$ cat config.mk
export PLATFORM = sky130hd
export DESIGN_NAME = button_event_scheduler
export DESIGN_NICKNAME = d
export VERILOG_FILES = /design/src/rtl/coffee_pkg.sv /design/src/rtl/button_event_scheduler_debounce_chan.sv /design/src/rtl/button_event_scheduler.sv
export SDC_FILE = /design/constraint.sdc
export NUM_CORES = 1
export LEC_CHECK = 0
export CAP_MARGIN = 20
export CORE_UTILIZATION = 40
export CTS_BUF_LIST = sky130_fd_sc_hd__clkbuf_2 sky130_fd_sc_hd__clkbuf_4 sky130_fd_sc_hd__clkbuf_8
export DETAILED_ROUTE_END_ITERATION = 10
export GPL_ROUTABILITY_DRIVEN = 1
export HOLD_SLACK_MARGIN = 0.02
export PLACE_DENSITY = 0.59
export SETUP_SLACK_MARGIN = 0.15
export SKIP_CTS_REPAIR_TIMING = 1
export SKIP_LAST_GASP = 1
export SYNTH_ARGS = -nofsm -noshare
export SYNTH_HDL_FRONTEND = slang
export SYNTH_SLANG_ARGS = --single-unit
$ cat constraint.sdc
create_clock -name clk -period 1.9 [get_ports clk]
set_input_delay 0.285 -clock clk [delete_from_list [all_inputs] [get_ports clk]]
set_output_delay 0.285 -clock clk [all_outputs]
set_load 0.05 [all_outputs]
$ cat src/rtl/coffee_pkg.sv
// Shared front-panel definitions for the coffee maker.
// Holds button indices, offer-FSM states and a priority helper.
package coffee_pkg;

  localparam int NUM_BTN_DEF = 5;

  localparam int BTN_START  = 0;
  localparam int BTN_SIZE_S = 1;
  localparam int BTN_SIZE_L = 2;
  localparam int BTN_SUGAR  = 3;
  localparam int BTN_CANCEL = 4;

  typedef enum logic {
    OFR_IDLE  = 1'b0,
    OFR_OFFER = 1'b1
  } ofr_state_e;

  function automatic logic [2:0] lowest_idx(input logic [7:0] v);
    lowest_idx = '0;
    for (int i = 7; i >= 0; i--) begin
      if (v[i]) lowest_idx = 3'(i);
    end
  endfunction

endpackage

$ cat src/rtl/button_event_scheduler_debounce_chan.sv
// One button channel: 2-flop synchronizer plus tick-driven
// stability counter producing the debounced level.
module debounce_chan
  import coffee_pkg::*;
#(
  parameter int STABLE_TICKS = 10
) (
  input  logic clk,
  input  logic rst_n,
  input  logic raw,
  input  logic tick,
  output logic level,
  output logic rise
);

  localparam int CW = $clog2(STABLE_TICKS + 1);

  logic          s1_q, s2_q;
  logic          level_q, level_d;
  logic [CW-1:0] cnt_q, cnt_d;
  logic          flip;

  always_comb begin
    cnt_d   = cnt_q;
    level_d = level_q;
    flip    = 1'b0;
    if (tick) begin
      if (s2_q != level_q) begin
        if (cnt_q == CW'(STABLE_TICKS - 1)) begin
          flip    = 1'b1;
          level_d = s2_q;
          cnt_d   = '0;
        end else begin
          cnt_d = cnt_q + 1'b1;
        end
      end else begin
        cnt_d = '0;
      end
    end
  end

  // rise fires on the same edge that level goes 0->1
  assign rise  = flip & s2_q;
  assign level = level_q;

  always_ff @(posedge clk or negedge rst_n) begin
    if (!rst_n) begin
      s1_q    <= 1'b0;
      s2_q    <= 1'b0;
      cnt_q   <= '0;
      level_q <= 1'b0;
    end else begin
      s1_q    <= raw;
      s2_q    <= s1_q;
      cnt_q   <= cnt_d;
      level_q <= level_d;
    end
  end

endmodule

$ cat src/rtl/button_event_scheduler.sv
// Debounces front-panel buttons and offers press events
// to the consumer one at a time, lowest index first.
module button_event_scheduler
  import coffee_pkg::*;
#(
  parameter int NUM_BTN      = NUM_BTN_DEF,
  parameter int TICK_DIV     = 50000,
  parameter int STABLE_TICKS = 10
) (
  input  logic               clk,
  input  logic               rst_n,
  input  logic [NUM_BTN-1:0] btn_raw,
  input  logic               evt_ready,
  input  logic               ovr_clr,
  output logic               evt_valid,
  output logic [2:0]         evt_id,
  output logic [NUM_BTN-1:0] btn_level,
  output logic               overrun
);

  localparam int DW = $clog2(TICK_DIV);

  logic [DW-1:0]      div_q, div_d;
  logic               tick;
  logic [NUM_BTN-1:0] rise;

  ofr_state_e         state_q, state_d;
  logic [2:0]         evt_id_q, evt_id_d;
  logic [NUM_BTN-1:0] pending_q, pending_d;
  logic               overrun_q, overrun_d;

  logic [7:0]         pend8;
  logic [7:0]         clr8;
  logic               accept;
  logic               load_en;
  logic               merge;

  assign tick = (div_q == DW'(TICK_DIV - 1));

  always_comb begin
    div_d = tick ? '0 : div_q + 1'b1;
  end

  for (genvar i = 0; i < NUM_BTN; i++) begin : g_chan
    debounce_chan #(
      .STABLE_TICKS(STABLE_TICKS)
    ) u_chan (
      .clk  (clk),
      .rst_n(rst_n),
      .raw  (btn_raw[i]),
      .tick (tick),
      .level(btn_level[i]),
      .rise (rise[i])
    );
  end

  always_comb begin
    pend8              = '0;
    pend8[NUM_BTN-1:0] = pending_q;
    clr8               = '0;
    accept             = (state_q == OFR_OFFER) & evt_ready;
    load_en            = (state_q == OFR_IDLE) | accept;
    state_d            = state_q;
    evt_id_d           = evt_id_q;
    pending_d          = pending_q;
    if (load_en) begin
      if (|pending_q) begin
        state_d   = OFR_OFFER;
        evt_id_d  = lowest_idx(pend8);
        clr8      = 8'b1 << evt_id_d;
        pending_d = pending_q & ~clr8[NUM_BTN-1:0];
      end else begin
        state_d = OFR_IDLE;
      end
    end
    // new presses override the clear of a bit being loaded
    pending_d = pending_d | rise;
    merge     = |(rise & pending_q);
    overrun_d = merge | (overrun_q & ~ovr_clr);
  end

  always_ff @(posedge clk or negedge rst_n) begin
    if (!rst_n) begin
      div_q     <= '0;
      state_q   <= OFR_IDLE;
      evt_id_q  <= '0;
      pending_q <= '0;
      overrun_q <= 1'b0;
    end else begin
      div_q     <= div_d;
      state_q   <= state_d;
      evt_id_q  <= evt_id_d;
      pending_q <= pending_d;
      overrun_q <= overrun_d;
    end
  end

  assign evt_valid = (state_q == OFR_OFFER);
  assign evt_id    = evt_id_q;
  assign overrun   = overrun_q;

endmodule

== Word-level counts from Yosys, hierarchy flattened ==
Index checks and enable logic that the tools add are counted.
Word-level totals
  word-level logic and storage cells: 102
  memory bits (writable): 0
  memories: 0
  latch bits: 0
  bits in registers: 61
  memory bits (read-only): 0
Operators by class
  divide/modulo/power cells: 0
  shift operators: 1
  muxes and demuxes: 36
  reduce and logical (&&, ||, !) cells: 8
  bitwise gates (word level): 15
  equal/unequal tests: 11
  order comparisons: 0
  multiply operators: 0
  $add $sub $neg: 6
Operators by type and width (number)
  two-way mux 4 bit: 10
  two-way mux 3 bit: 7
  adder 4 x 1 -> 4 bit (second input constant): 5
  == test 4 bit (second input constant): 5
  adder 16 x 1 -> 16 bit (second input constant): 1
  == test 16 bit (second input constant): 1
  two-way mux 1 bit: 16
  two-way mux 16 bit: 1
  AND reduction 3 bit: 5
  bitwise AND 5 bit: 2
  two-way mux 5 bit: 2
  OR reduction 5 bit: 2
  bitwise AND 1 bit: 7
  inequality test 1 bit: 5
  NOT 5 bit: 1
  OR 5 bit: 1
  << shifter 1 x 3 -> 5 bit (first input constant): 1
  NOT 1 bit: 2
  OR 1 bit: 2
  AND reduction 2 bit: 1

== Logic depth before layout (Yosys ltp) ==
Gate-level depths: netlist (run 1).
  depth after elaboration: 13
  depth in mapped cells: 8

== By module ==
A second synthesis (run 1) with hierarchy kept.
Second synthesis, totals
  cells, all modules: 262
  area total of the unflattened synthesis: 2927.8 um^2
Modules (own cells, without submodules)
  debounce_chan: cells an instance 30, area an instance 350.3 um^2, instances 5
  button_event_scheduler: cells an instance 112, area an instance 1176.1 um^2, instances 1

== Least setup slack after synthesis (run 1) ==
Ideal clock, no wire load.
  path type: reg2reg
  from: register div_q[0]
  to: register g_chan[0].u_chan.level_q
  stages on the path, launching flop included: 8
  data arrival time: 1.664 ns
  library setup time: 0.127 ns
  period minus slack after synthesis: 1.792 ns
  setup slack: 0.108 ns
  path buffers: 2
  required time: 1.773 ns
  path through: dfrtp_1 > ha_1 > and3_1 > buf_2 > and4_1 > buf_2 > and2_1 > mux2_1
Between the ends
  word-level cells in the longest chain between the ends: 2
Ends and longest elaborated chain
  start, declared: RTL line button_event_scheduler.sv:23  | logic [DW-1:0] div_q, div_d;
  start signal, assigned: RTL line button_event_scheduler.sv:90  | div_q <= div_d;
  == test 16 bit: RTL line button_event_scheduler.sv:38  | assign tick = (div_q == DW'(TICK_DIV - 1));
  AND reduction 3 bit (no source line)
  end signal, assigned: RTL line button_event_scheduler_debounce_chan.sv:56  | level_q <= level_d;
  end, declared: RTL line button_event_scheduler_debounce_chan.sv:19  | logic level_q, level_d;
Every way passes these cells.
A chain may end at the register's enable or synchronous reset.

== Worst setup path in the final report (run 1) ==
  from: register div_q[5]
  to: register g_chan[1].u_chan.cnt_q[3]
Between the ends
  word-level cells in the longest chain between the ends: 1
Ends and longest elaborated chain
  == test 16 bit: RTL line button_event_scheduler.sv:38
  end signal, assigned: RTL line button_event_scheduler_debounce_chan.sv:55  | cnt_q <= cnt_d;
  end, declared: RTL line button_event_scheduler_debounce_chan.sv:20  | logic [CW-1:0] cnt_q, cnt_d;
Every way passes these cells.

==> flow_summary.toml, run 1 <==
[clock_tree]
clkTransAtPathRegs_ps = 70
clockBufferDepth = 2
cts_max_level = 3
cts.sinks = 61
root_buffer = "clkbuf_8"
cts_buffers = 9
cts_tree = "done"
clock_latency_ps = 340

[drt]
drtIter0Drc = 51
wl_per_cell_um = 13.9
drt_pass1_iterations = 4
route.detailed.drc = 0
via_per_inst = 5.05
wirelength_um = 5610
drtAntennaViolNets = 0
vias = 2034

[synthesis]
synth_common_cells = "dfrtp_1 (61), o21ai_1 (22), nand2_1 (18), nand3_1 (18), xnor2_1 (13)"
ys.flop_type = "dfrtp_1"
syn_nets = 285
ys_types = 42
yosys.cell_count.top_type = "dfrtp_1"
ys_top_cells_by_area = "dfrtp_1 (53%), ha_1 (4.8%), xnor2_1 (3.9%)"
syn_avg_cell_area_um2 = 10.9
ys_seq_area_share_pct = 52.8
syn_area_um2 = 2890
yosysWarnings = 0
synthCells = 265
ys_ff_latch = 61
synth-edff-count = 0
yosysTopAreaCell = "dfrtp_1"
async_reset_ff_share_pct = 100
synth_top_area_share_pct = 52.8

[critical_path]
critPathLaunchType = "register"
end_kind = "register"
critPathArrivalTime_ps = 2050
crit_type = "reg2reg"
critPathMaxFanout = 5
worstRegToRegCells = 5
required_ps = 2150

[power]
p_total_w = 0.00262
p_leak_nw = 1.80
powerDensity_nw_per_um2 = 713
peakVddDrop_v = 0.000452

[floorplan]
rows = 30
core_um2 = 6910
start_util_pct = 41.9
dieArea_um2 = 7580
io_pins = 19
die_w_um = 87.0
die_h_um = 87.0

[layout]
drive_gt1_share_pct = 21.5
final_core_util_pct = 53.2
fin_nets = 323
seq_area_um2 = 1530
area_growth_pct = 27.0
fillers = 635
diodes = 0
multi_input_area_um2 = 1360

[sta]
setup_viol = 0
hold_viol = 0
rsz0062_at_grt = "true"
fin_crit_sh_pct = 94.6
relSlewSlack_pct = 63.5
final-max-slew-violation-count = 0
fmax_mhz = 556
period_needed_ps = 1800
tightest_slew_ps = 548
layout_setup_ws_ps = 103
skew_ps = 10.8

[global_routing]
grt_start_max_net_pins = 25
grt_pass1_wl_um = 9280
grt_usage_pct = 16.4
grt_pass1_vias = 2002
grt.overflow.total = 0
antenna_found_initial = 0

[outcome]
status = "completed"

[hold_path]
hold_class = "reg2reg"
holdPathStages = 0

[place]
gp_congestion = 0.751
io_buffers = 18
dpl.hpwl_um = 3770
preCtsSetupSlack_ps = -59.5

[job]
timing.max_cap.violations = 0
## stage by stage
step,TNS (ps),cells,hold slack (ps),instance area (um2)
after floorplan,0,265,-10.6,2900
after global placement,0,378,304,3230
after detailed placement,-103,378,313,3230
after CTS,-121,393,-54.1,3430
after global routing,0,403,355,3670
final,0,403,353,3670
## worst max-delay path: stages (launching register included)
cell and delay (ps):
dfrtp_1 410, nor4b_4 350, nand4_4 170, buf_8 160
or3_4 400, o31ai_2 220
## cell usage in the layout (no fill, tap or decap), drive strengths merged, types with 8 or more instances in the layout
cell / n
buf: 23
clkbuf: 12
dfrtp: 61
dlymetal6s2s: 10
ha: 11
inv: 9
nand2: 18
nand3: 18
nor2: 8
o21ai: 29
xnor2: 13
## final cells by class
cell class / instances / share of cell area (%)
inverters: 9 / 0.919
clock inverters: 4 / 1.29
multi-input cells: 180 / 37.1
clock buffers: 11 / 4.12
flip-flops and latches: 61 / 41.5
repair buffers: 42 / 11.8
well taps: 96 / 3.27
## cell families (layout without fill, tap and decap cells)
group,count (synthesis),count (layout),share of synthesized area (%)
and+or+nand+nor,103,103,21.7
AOI/OAI and AO/OA,43,43,9.21
DFF,61,61,52.8
muxes,6,6,2.29
adders and majority gates,11,11,4.76
xor gates and xnor gates,17,17,5.15
buffers and inverters,24,66,4.15
## sequential cells by signal (all words and copies together), names as in the netlist
register and cells:
g_chan.u_chan.s2_q 5, evt_id 3, div_q 16, g_chan.u_chan.s1_q 5
overrun 1, g_chan.u_chan.cnt_q 20, g_chan.u_chan.level 5, evt_valid 1
pending_q 5
## metal layers
layer	up-vias	GRT usage, %	share of wire [%]
met3	5	6.16	3.8
met4	0	5.00	1.1
li1	1009	-	-
met2	28	25.3	47
met1	992	21.4	48
met5	-	0	0
## worst paths after layout
check	from	endpoint	slack (ps)
setup / recovery	div_q[5]	g_chan[1].u_chan.cnt_q[3]	100
hold / removal	g_chan[4].u_chan.s1_q	g_chan[4].u_chan.s2_q	350
setup reg to reg	div_q[5]	g_chan[1].u_chan.cnt_q[3]	100
hold reg to reg	g_chan[4].u_chan.s1_q	g_chan[4].u_chan.s2_q	350
max in group asynchronous	rst_n	overrun	890
min in group asynchronous	rst_n	g_chan[2].u_chan.s1_q	470
## power by group
| group | switching (W) | internal, W | leakage, nW |
|---|---|---|---|
| registers | 0.0000105 | 0.00132 | 0.811 |
| logic | 0.0000808 | 0.0000475 | 0.886 |
| clock network | 0.000499 | 0.000665 | 0.101 |
| total | 0.000590 | 0.00203 | 1.80 |
(Power assumes the default switching activity.)
==> inputs of run 2 (changes only) <==
--- a/config.mk
+++ b/config.mk
@@ -6,12 +6,14 @@
 export NUM_CORES = 1
 export LEC_CHECK = 0
 export CAP_MARGIN = 20
+export CELL_PAD_IN_SITES_DETAIL_PLACEMENT = 0
+export CELL_PAD_IN_SITES_GLOBAL_PLACEMENT = 1
 export CORE_UTILIZATION = 40
 export CTS_BUF_LIST = sky130_fd_sc_hd__clkbuf_2 sky130_fd_sc_hd__clkbuf_4 sky130_fd_sc_hd__clkbuf_8
 export DETAILED_ROUTE_END_ITERATION = 10
 export GPL_ROUTABILITY_DRIVEN = 1
 export HOLD_SLACK_MARGIN = 0.02
-export PLACE_DENSITY = 0.59
+export PLACE_DENSITY = 0.71
 export SETUP_SLACK_MARGIN = 0.15
 export SKIP_CTS_REPAIR_TIMING = 1
 export SKIP_LAST_GASP = 1
==> flow_summary.toml, run 2 (synthesized netlist as in run 1, its figures left out) <==
[global_routing]
grt_usage_pct = 16.1
grt_start_max_net_pins = 24
grt_pass1_vias = 1895
grt.overflow.total = 0
grt_pass1_wl_um = 9110
antenna_found_initial = 0

[layout]
final_cell_mix = "dfrtp_1 (61), o21ai_1 (18), nand3_1 (17), nand2_1 (17), buf_4 (17)"
area_growth_pct = 27.5
largest_register = "g_chan.u_chan.cnt_q"
instances_no_fill = 404
largest_register_ffs = 20
diodes = 0
biggestRegsByFlops = "g_chan.u_chan.cnt_q (20), div_q (16)"
fin_nets = 323
final_common_cell = "dfrtp_1"
drive_gt1_share_pct = 21.4
fin_area_um2 = 3690

[critical_path]
reg2reg_slack_ps = -7
reg2reg_to = "g_chan[4].u_chan.level"
critPathLaunchType = "register"
critPathMaxFanout = 6
cp_slowest_cell = "dfrtp_1"
end_kind = "register"
required_ps = 2120
crit_type = "reg2reg"
path_cells = "nor4b_4 -> buf_4 -> and4_4 -> buf_12 -> and2_4 -> mux2_1"
rr_startpoint = "div_q[7]"
critPathArrivalTime_ps = 2130
worstRegToRegCells = 6
slowest_delay_ps = 430

[sta]
layout_setup_ws_ps = -6.58
hold_viol = 0
relSlewSlack_pct = 65.2
final-max-slew-violation-count = 0
fin_tns_setup_ps = -6.58
fmax_mhz = 525
tightest_slew_ps = 520
period_needed_ps = 1910
fin_crit_sh_pct = 100
setup_viol = 1
skew_ps = 6.38
rsz0062_at_grt = "true"

[place]
dpl-instance-area_um2 = 3250
preCtsSetupSlack_ps = 4.87
dpl.hpwl_um = 3670
dp_cells = 377
io_buffers = 18
gp_congestion = 0.791

[power]
p_total_w = 0.00264
powerDensity_nw_per_um2 = 715
p_leak_nw = 1.82
peakVddDrop_v = 0.000409

[hold_path]
hp-start = "g_chan[1].u_chan.s1_q"
hold_class = "reg2reg"
holdPathStages = 0
min_to = "g_chan[1].u_chan.s2_q"

[clock_tree]
cts_tree = "done"
root_buffer = "clkbuf_8"
clock_latency_ps = 340
clkTransAtPathRegs_ps = 70
cts.sinks = 61
cts_buffers = 9
cts_max_level = 3
clockBufferDepth = 2

[drt]
vias = 2041
route.detailed.drc = 0
wl_per_cell_um = 14.1
via_per_inst = 5.05
drtIter0Drc = 74
drt_pass1_iterations = 4
drtAntennaViolNets = 0
wirelength_um = 5680

[floorplan]
die_w_um = 87.0
rows = 30
dieArea_um2 = 7580
io_pins = 19
core_um2 = 6910
start_util_pct = 41.9
die_h_um = 87.0

[job]
timing.max_cap.violations = 0

[outcome]
violations = "negative setup slack"
status = "finished, violations left"
[run 2: cell types whose count changed in the layout (fill, tap and decap cells not counted), moves of 2 or more]
cell,previous run,this run
and2_1,4,2
and2_4,0,2
buf_12,2,4
buf_4,19,17
mux2_1,5,1
mux2_4,0,4
o21ai_1,13,18
o21ai_2,10,4
o31ai_1,1,3
o31ai_4,2,0
[run 2: worst max-delay path by stage]
stage / from / to / slack [ps] / depth (start not counted)
6_report: div_q[7] / g_chan[4].u_chan.level / -7 / 6
5_1_grt: div_q[7] / g_chan[3].u_chan.cnt_q[3] / -40 / 5
4_1_cts: div_q[1] / g_chan[1].u_chan.cnt_q[3] / 3 / 6
3_5_place_dp: div_q[1] / g_chan[2].u_chan.cnt_q[3] / 5 / 6
3_3_place_gp: div_q[1] / g_chan[1].u_chan.cnt_q[3] / 70 / 6
2_1_floorplan: div_q[0] / g_chan[0].u_chan.cnt_q[3] / 150 / 7
[run 2: report_power, final]
group / switching [W] / internal [W] / leakage [nW]
Combinational: 0.0000811 / 0.0000490 / 0.913
Sequential: 0.0000106 / 0.00132 / 0.811
Clock: 0.000522 / 0.000658 / 0.0994
Total: 0.000614 / 0.00202 / 1.82
[run 2: per-stage QoR]
| step | utilization (%) | hold WS (ps) |
|---|---|---|
| 2_1_floorplan | - | -10.6 |
| 3_3_place_gp | 47.1 | 277 |
| 3_5_place_dp | 47.1 | 286 |
| 4_1_cts | 50.0 | -92.0 |
| 5_1_grt | 53.4 | 359 |
| 6_report | 53.4 | 354 |
[run 2: layout make-up]
class                           instances  area [um2]
Clock buffer                           11         145
Clock inverter                          5        58.8
Fill cell                             618        3220
Inverter                                9        33.8
Multi-Input combinational cell        180        1340
Sequential cell                        61        1530
Tap cell                               96         120
Timing Repair Buffer                   42         468
[run 2: routing by layer]
| metal | vias up | track usage (%) | wire length [um] |
|---|---|---|---|
| li1 | 1014 | - | - |
| met1 | 995 | 22.0 | 2820 |
| met2 | 22 | 23.3 | 2610 |
| met3 | 10 | 5.12 | 162 |
| met4 | 0 | 7.73 | 85 |
| met5 | - | 0 | 0 |
[run 2: critical path: cells and delay by family (launching register included)]
kind	cells	cell delay, ps
and+or+nand+nor	3	770
buffers and inverters	2	290
DFF	1	430
muxes	1	310
==> inputs of run 3 (changes only) <==
--- a/config.mk
+++ b/config.mk
@@ -13,7 +13,7 @@
 export DETAILED_ROUTE_END_ITERATION = 10
 export GPL_ROUTABILITY_DRIVEN = 1
 export HOLD_SLACK_MARGIN = 0.02
-export PLACE_DENSITY = 0.71
+export PLACE_DENSITY = 0.68
 export SETUP_SLACK_MARGIN = 0.15
 export SKIP_CTS_REPAIR_TIMING = 1
 export SKIP_LAST_GASP = 1
==> constraint.sdc (replaced) <==
create_clock -name clk -period 2 [get_ports clk]
set_input_delay 0.3 -clock clk [delete_from_list [all_inputs] [get_ports clk]]
set_output_delay 0.3 -clock clk [all_outputs]
set_load 0.05 [all_outputs]
==> flow_summary.toml, run 3 (synthesized netlist as in run 1, its figures left out) <==
[sta]
fin_tns_setup_ps = 0
hold_viol = 0
rsz0062_at_grt = "true"
skew_ps = 9.05
final-max-slew-violation-count = 0
final.hold.worst_slack_ps = 355
tightest_slew_ps = 512
setup_viol = 0
relSlewSlack_pct = 65.8
fin_crit_sh_pct = 92.7
period_needed_ps = 1850
fmax_mhz = 539

[layout]
area_growth_pct = 20.4
final_cell_mix = "dfrtp_1 (60), o21ai_1 (22), nand3_1 (18), nand2_1 (18), xnor2_1 (13)"
drive_gt1_share_pct = 15.3
diodes = 0
largest_register_ffs = 20
largest_register = "g_chan.u_chan.cnt_q"
final_common_cell = "dfrtp_1"
biggestRegsByFlops = "g_chan.u_chan.cnt_q (20), div_q (16)"
fin_nets = 315

[power]
swShare_pct = 23.9
p_clk_share_pct = 40.4
pwr-share-seq_pct = 54.5
p_leak_nw = 1.64
power.net_switching_w = 0.000554
p_int_w = 0.00176
p_comb_share_pct = 5.1
peakVddDrop_v = 0.000467
powerDensity_nw_per_um2 = 666

[drt]
drt_pass1_iterations = 4
drtAntennaViolNets = 0
route.detailed.drc = 0
vias = 2033
wirelength_um = 5560
drtIter0Drc = 77
wl_per_cell_um = 14.0
via_per_inst = 5.13

[place]
gp_congestion = 0.757
dpl.hpwl_um = 3670
io_buffers = 18

[critical_path]
end_kind = "register"
crit_type = "reg2reg"
required_ps = 2250
critPathMaxFanout = 12
critPathArrivalTime_ps = 2100
critPathLaunchType = "register"

[global_routing]
grt_start_max_net_pins = 62
grt.overflow.total = 0
grt_usage_pct = 16.9
grt_pass1_vias = 2094
use_met2_pct = 27.8
grtUsageMet1_pct = 21.1
antenna_found_initial = 0
use_met3_pct = 5.50
grt_pass1_wl_um = 9750
busiest_layer = "met2"

[floorplan]
io_pins = 19
die_h_um = 87.0
dieArea_um2 = 7580
die_w_um = 87.0
start_util_pct = 41.9
core_um2 = 6910
rows = 30

[clock_tree]
root_buffer = "clkbuf_8"
clock_latency_ps = 340
cts_tree = "done"
cts_max_level = 3
cts_buffers = 9
clkTransAtPathRegs_ps = 70
cts.sinks = 61
clockBufferDepth = 2

[job]
timing.max_cap.violations = 0

[hold_path]
hold_class = "reg2reg"

[outcome]
status = "completed"
## run 3: changes by cell type in the layout (fill, tap and decap cells not counted), moves of 3 or more
cell | previous run | this run
buf_4 | 17 | 12
clkdlybuf4s50_1 | 7 | 12
dlymetal6s2s_1 | 10 | 5
mux2_1 | 1 | 5
mux2_4 | 4 | 0
o21ai_1 | 18 | 22
o21ai_2 | 4 | 0
clkinv_2 | 1 | 4
## run 3: worst paths after layout
check	slack, ps	end	from	cells after the start
max	150	g_chan[2].u_chan.cnt_q[3]	div_q[7]	5
min	360	g_chan[1].u_chan.s2_q	g_chan[1].u_chan.s1_q	0
max reg2reg	150	g_chan[2].u_chan.cnt_q[3]	div_q[7]	5
min reg2reg	360	g_chan[1].u_chan.s2_q	g_chan[1].u_chan.s1_q	0
max in group asynchronous	1220	div_q[5]	rst_n	3
min in group asynchronous	480	g_chan[1].u_chan.cnt_q[0]	rst_n	3
## run 3: stage by stage
| step | worst slack, ps | power (W) | util (%) | area, um2 | cells |
|---|---|---|---|---|---|
| floorplan | 208 | 0.00134 | - | 2890 | 265 |
| global placement | 183 | 0.00141 | 46.4 | 3200 | 374 |
| detailed placement | 90.7 | 0.00141 | 46.4 | 3200 | 374 |
| CTS | 78.8 | 0.00236 | 48.8 | 3370 | 390 |
| global route | 37.0 | 0.00241 | 50.4 | 3480 | 396 |
| finish | 145 | 0.00232 | 50.4 | 3480 | 396 |
## run 3: final cells by class
cell class                 count  area [um2]
clock buffer                  11         139
clock inverter                 5        27.5
fill                         652        3420
inverter                       9        33.8
multi-input combinational    180        1280
sequential                    61        1530
tap                           96         120
timing repair buffer          34         353
## run 3: power groups by stage
stage	Sequential, W	Combinational, W	Clock, W
6_report	0.00126	0.000118	0.000937
3_3_place_gp	0.00129	0.000119	0
3_5_place_dp	0.00129	0.000120	0
2_1_floorplan	0.00131	0.0000229	0
4_1_cts	0.00126	0.000120	0.000975
5_1_grt	0.00126	0.000130	0.00102
## run 3: worst max-delay path, stage by stage (launching register included)
cell     delay [ps]
dfrtp_1         420
nor4b_4         380
nand4_4         160
buf_12          180
or3_4           400
o31ai_2         220
## run 3: routing by layer
layer / vias to the layer above / wire length, um / share of wire (%)
li1: 1002 / - / -
met1: 995 / 2610 / 47
met2: 27 / 2680 / 48
met3: 9 / 208 / 3.7
met4: 0 / 63 / 1.1
met5: - / 0 / 0
==> edit (settings of run 1) <==
The parameter `TICK_DIV` goes from 50000 to 25000.
--- a/src/rtl/button_event_scheduler.sv
+++ b/src/rtl/button_event_scheduler.sv
@@ -5,5 +5,5 @@
 #(
   parameter int NUM_BTN      = NUM_BTN_DEF,
-  parameter int TICK_DIV     = 50000,
+  parameter int TICK_DIV     = 25000,
   parameter int STABLE_TICKS = 10
 ) (
Check against the original RTL: same outputs for any inputs over 10 cycles, from zero or initial values and one cycle with rst_n low; that may be too few to reach the edited logic, so the function may still have changed.
==> edit against run 1 <==
Power up 7.7%; sequential cell count down 1; sequential share of layout area up 0.47 points; wire length down 2.8%; clock power up 20%; count of clock-buffer cells in the layout unchanged; area after synthesis down 1.7%; cell area down 2.7%; setup slack worse by 0.022 ns; first-iteration DRC count up 12%; critical path type unchanged; highest routed layer unchanged.
==> edit: results <==
set metrics [dict create \
    gp_congestion 0.7764 \
    tightest_slew_ns 0.5039 \
    max_stage_delay_ns 0.43 \
    place_ws_ns 0.07307 \
    drt-total-wl_mm 5.453 \
    hold_end "g_chan[3].u_chan.s2_q" \
    synth_area_leaders "dfrtp_1, o21ai_0, ha_1, nand3_1, xnor2_1" \
    p_leak_nw 1.768 \
    grt_pass1_vias 1967 \
    wire_per_inst_um 13.60 \
    power.switching_mw 0.5841 \
    synth_common_cells "dfrtp_1, o21ai_0, nand2_1" \
    worstHoldStart "g_chan[3].u_chan.s1_q" \
    synth.avg_cell_area_um2 10.81 \
    r2r_slack_ns 0.08 \
    vdd_drop_max_mv 0.3343 \
    finalClockSkew_ns 0.006530 \
    drtIter0Drc 57 \
    placed_cell_area_mm2 0.003191 \
    worst-path-max-fanout 11 \
    outcome "finished clean" \
    vias_per_cell 5.067 \
    grt_pass1_wl_mm 8.818 \
    hpwlAfterDp_mm 3.642 \
    ys_seq_area_frac 0.5279 \
    grt_usage 0.1536 \
    drive_gt1_frac 0.1869 \
    crit_arrival_ns 2.07 \
    nets 320 \
    grt_max_degree 33 \
    reg.largest.list "g_chan.u_chan.cnt_q: 20 flops, div_q: 15 flops" \
    clk_latency_ns 0.34 \
    placed_cells 377 \
]
==> edit: how the worst max path moves through the flow <==
stage,start,to,slack [ns],depth (start not counted)
4_1_cts,g_chan[2].u_chan.level,btn_level[2],0.02,1
5_1_grt,div_q[10],g_chan[1].u_chan.cnt_q[3],-0.02,5
3_5_place_dp,div_q[3],g_chan[3].u_chan.cnt_q[3],0.07,5
6_report,div_q[10],g_chan[1].u_chan.cnt_q[3],0.08,5
2_1_floorplan,div_q[0],g_chan[3].u_chan.cnt_q[3],0.17,6
3_3_place_gp,div_q[3],g_chan[2].u_chan.cnt_q[3],0.09,5
==> edit: metrics by stage <==
| step | power (mW) | TNS [ns] | hold slack (ns) |
|---|---|---|---|
| after floorplan | 1.383 | 0 | -0.01059 |
| after global placement | 1.456 | 0 | 0.2281 |
| final | 2.822 | 0 | 0.3491 |
| after detailed placement | 1.457 | 0 | 0.2310 |
| after global routing | 2.919 | -0.04728 | 0.3571 |
| after CTS | 2.858 | 0 | -0.1380 |
==> edit: layout make-up <==
cell class	instances	area [µm²]
fill	633	3254
timing repair buffer	41	416.7
sequential	60	1503
clock buffer	11	138.9
multi-input combinational	176	1254
tap	96	120.1
inverter	12	45.04
clock inverter	5	100.1
==> edit: worst max-delay path: cells and delay by family, from the launching register on <==
family | cells | cell delay, ns
buf+inv | 1 | 0.18
simple gates | 3 | 0.91
flops | 1 | 0.43
compound gates | 1 | 0.20
==> edit: kinds of logic after synthesis <==
kind of cell / synth area share
AO/OA/AOI/OAI: 0.09371
XOR/XNOR: 0.04620
adder cells (fa/ha/maj): 0.04839
buffers and inverters: 0.04531
flip-flops: 0.5279
multiplexers: 0.02332
AND/OR/NAND/NOR: 0.2151
==> edit: power by group through the flow <==
stage                     logic [mW]  clock network [mW]  registers, mW
after floorplan               0.0211                   0           1.36
after global placement         0.124                   0           1.33
after detailed placement       0.123                   0           1.33
after CTS                      0.124                1.42           1.31
after global routing           0.133                1.48           1.31
final                          0.122                1.39           1.31
==> edit: metal layers <==
metal	up-vias	wire, µm	GRT usage
li1	1009	-	-
met1	986	2675	0.2022
met2	27	2520	0.2330
met3	10	171	0.05143
met4	0	87	0.06364
met5	-	0	0
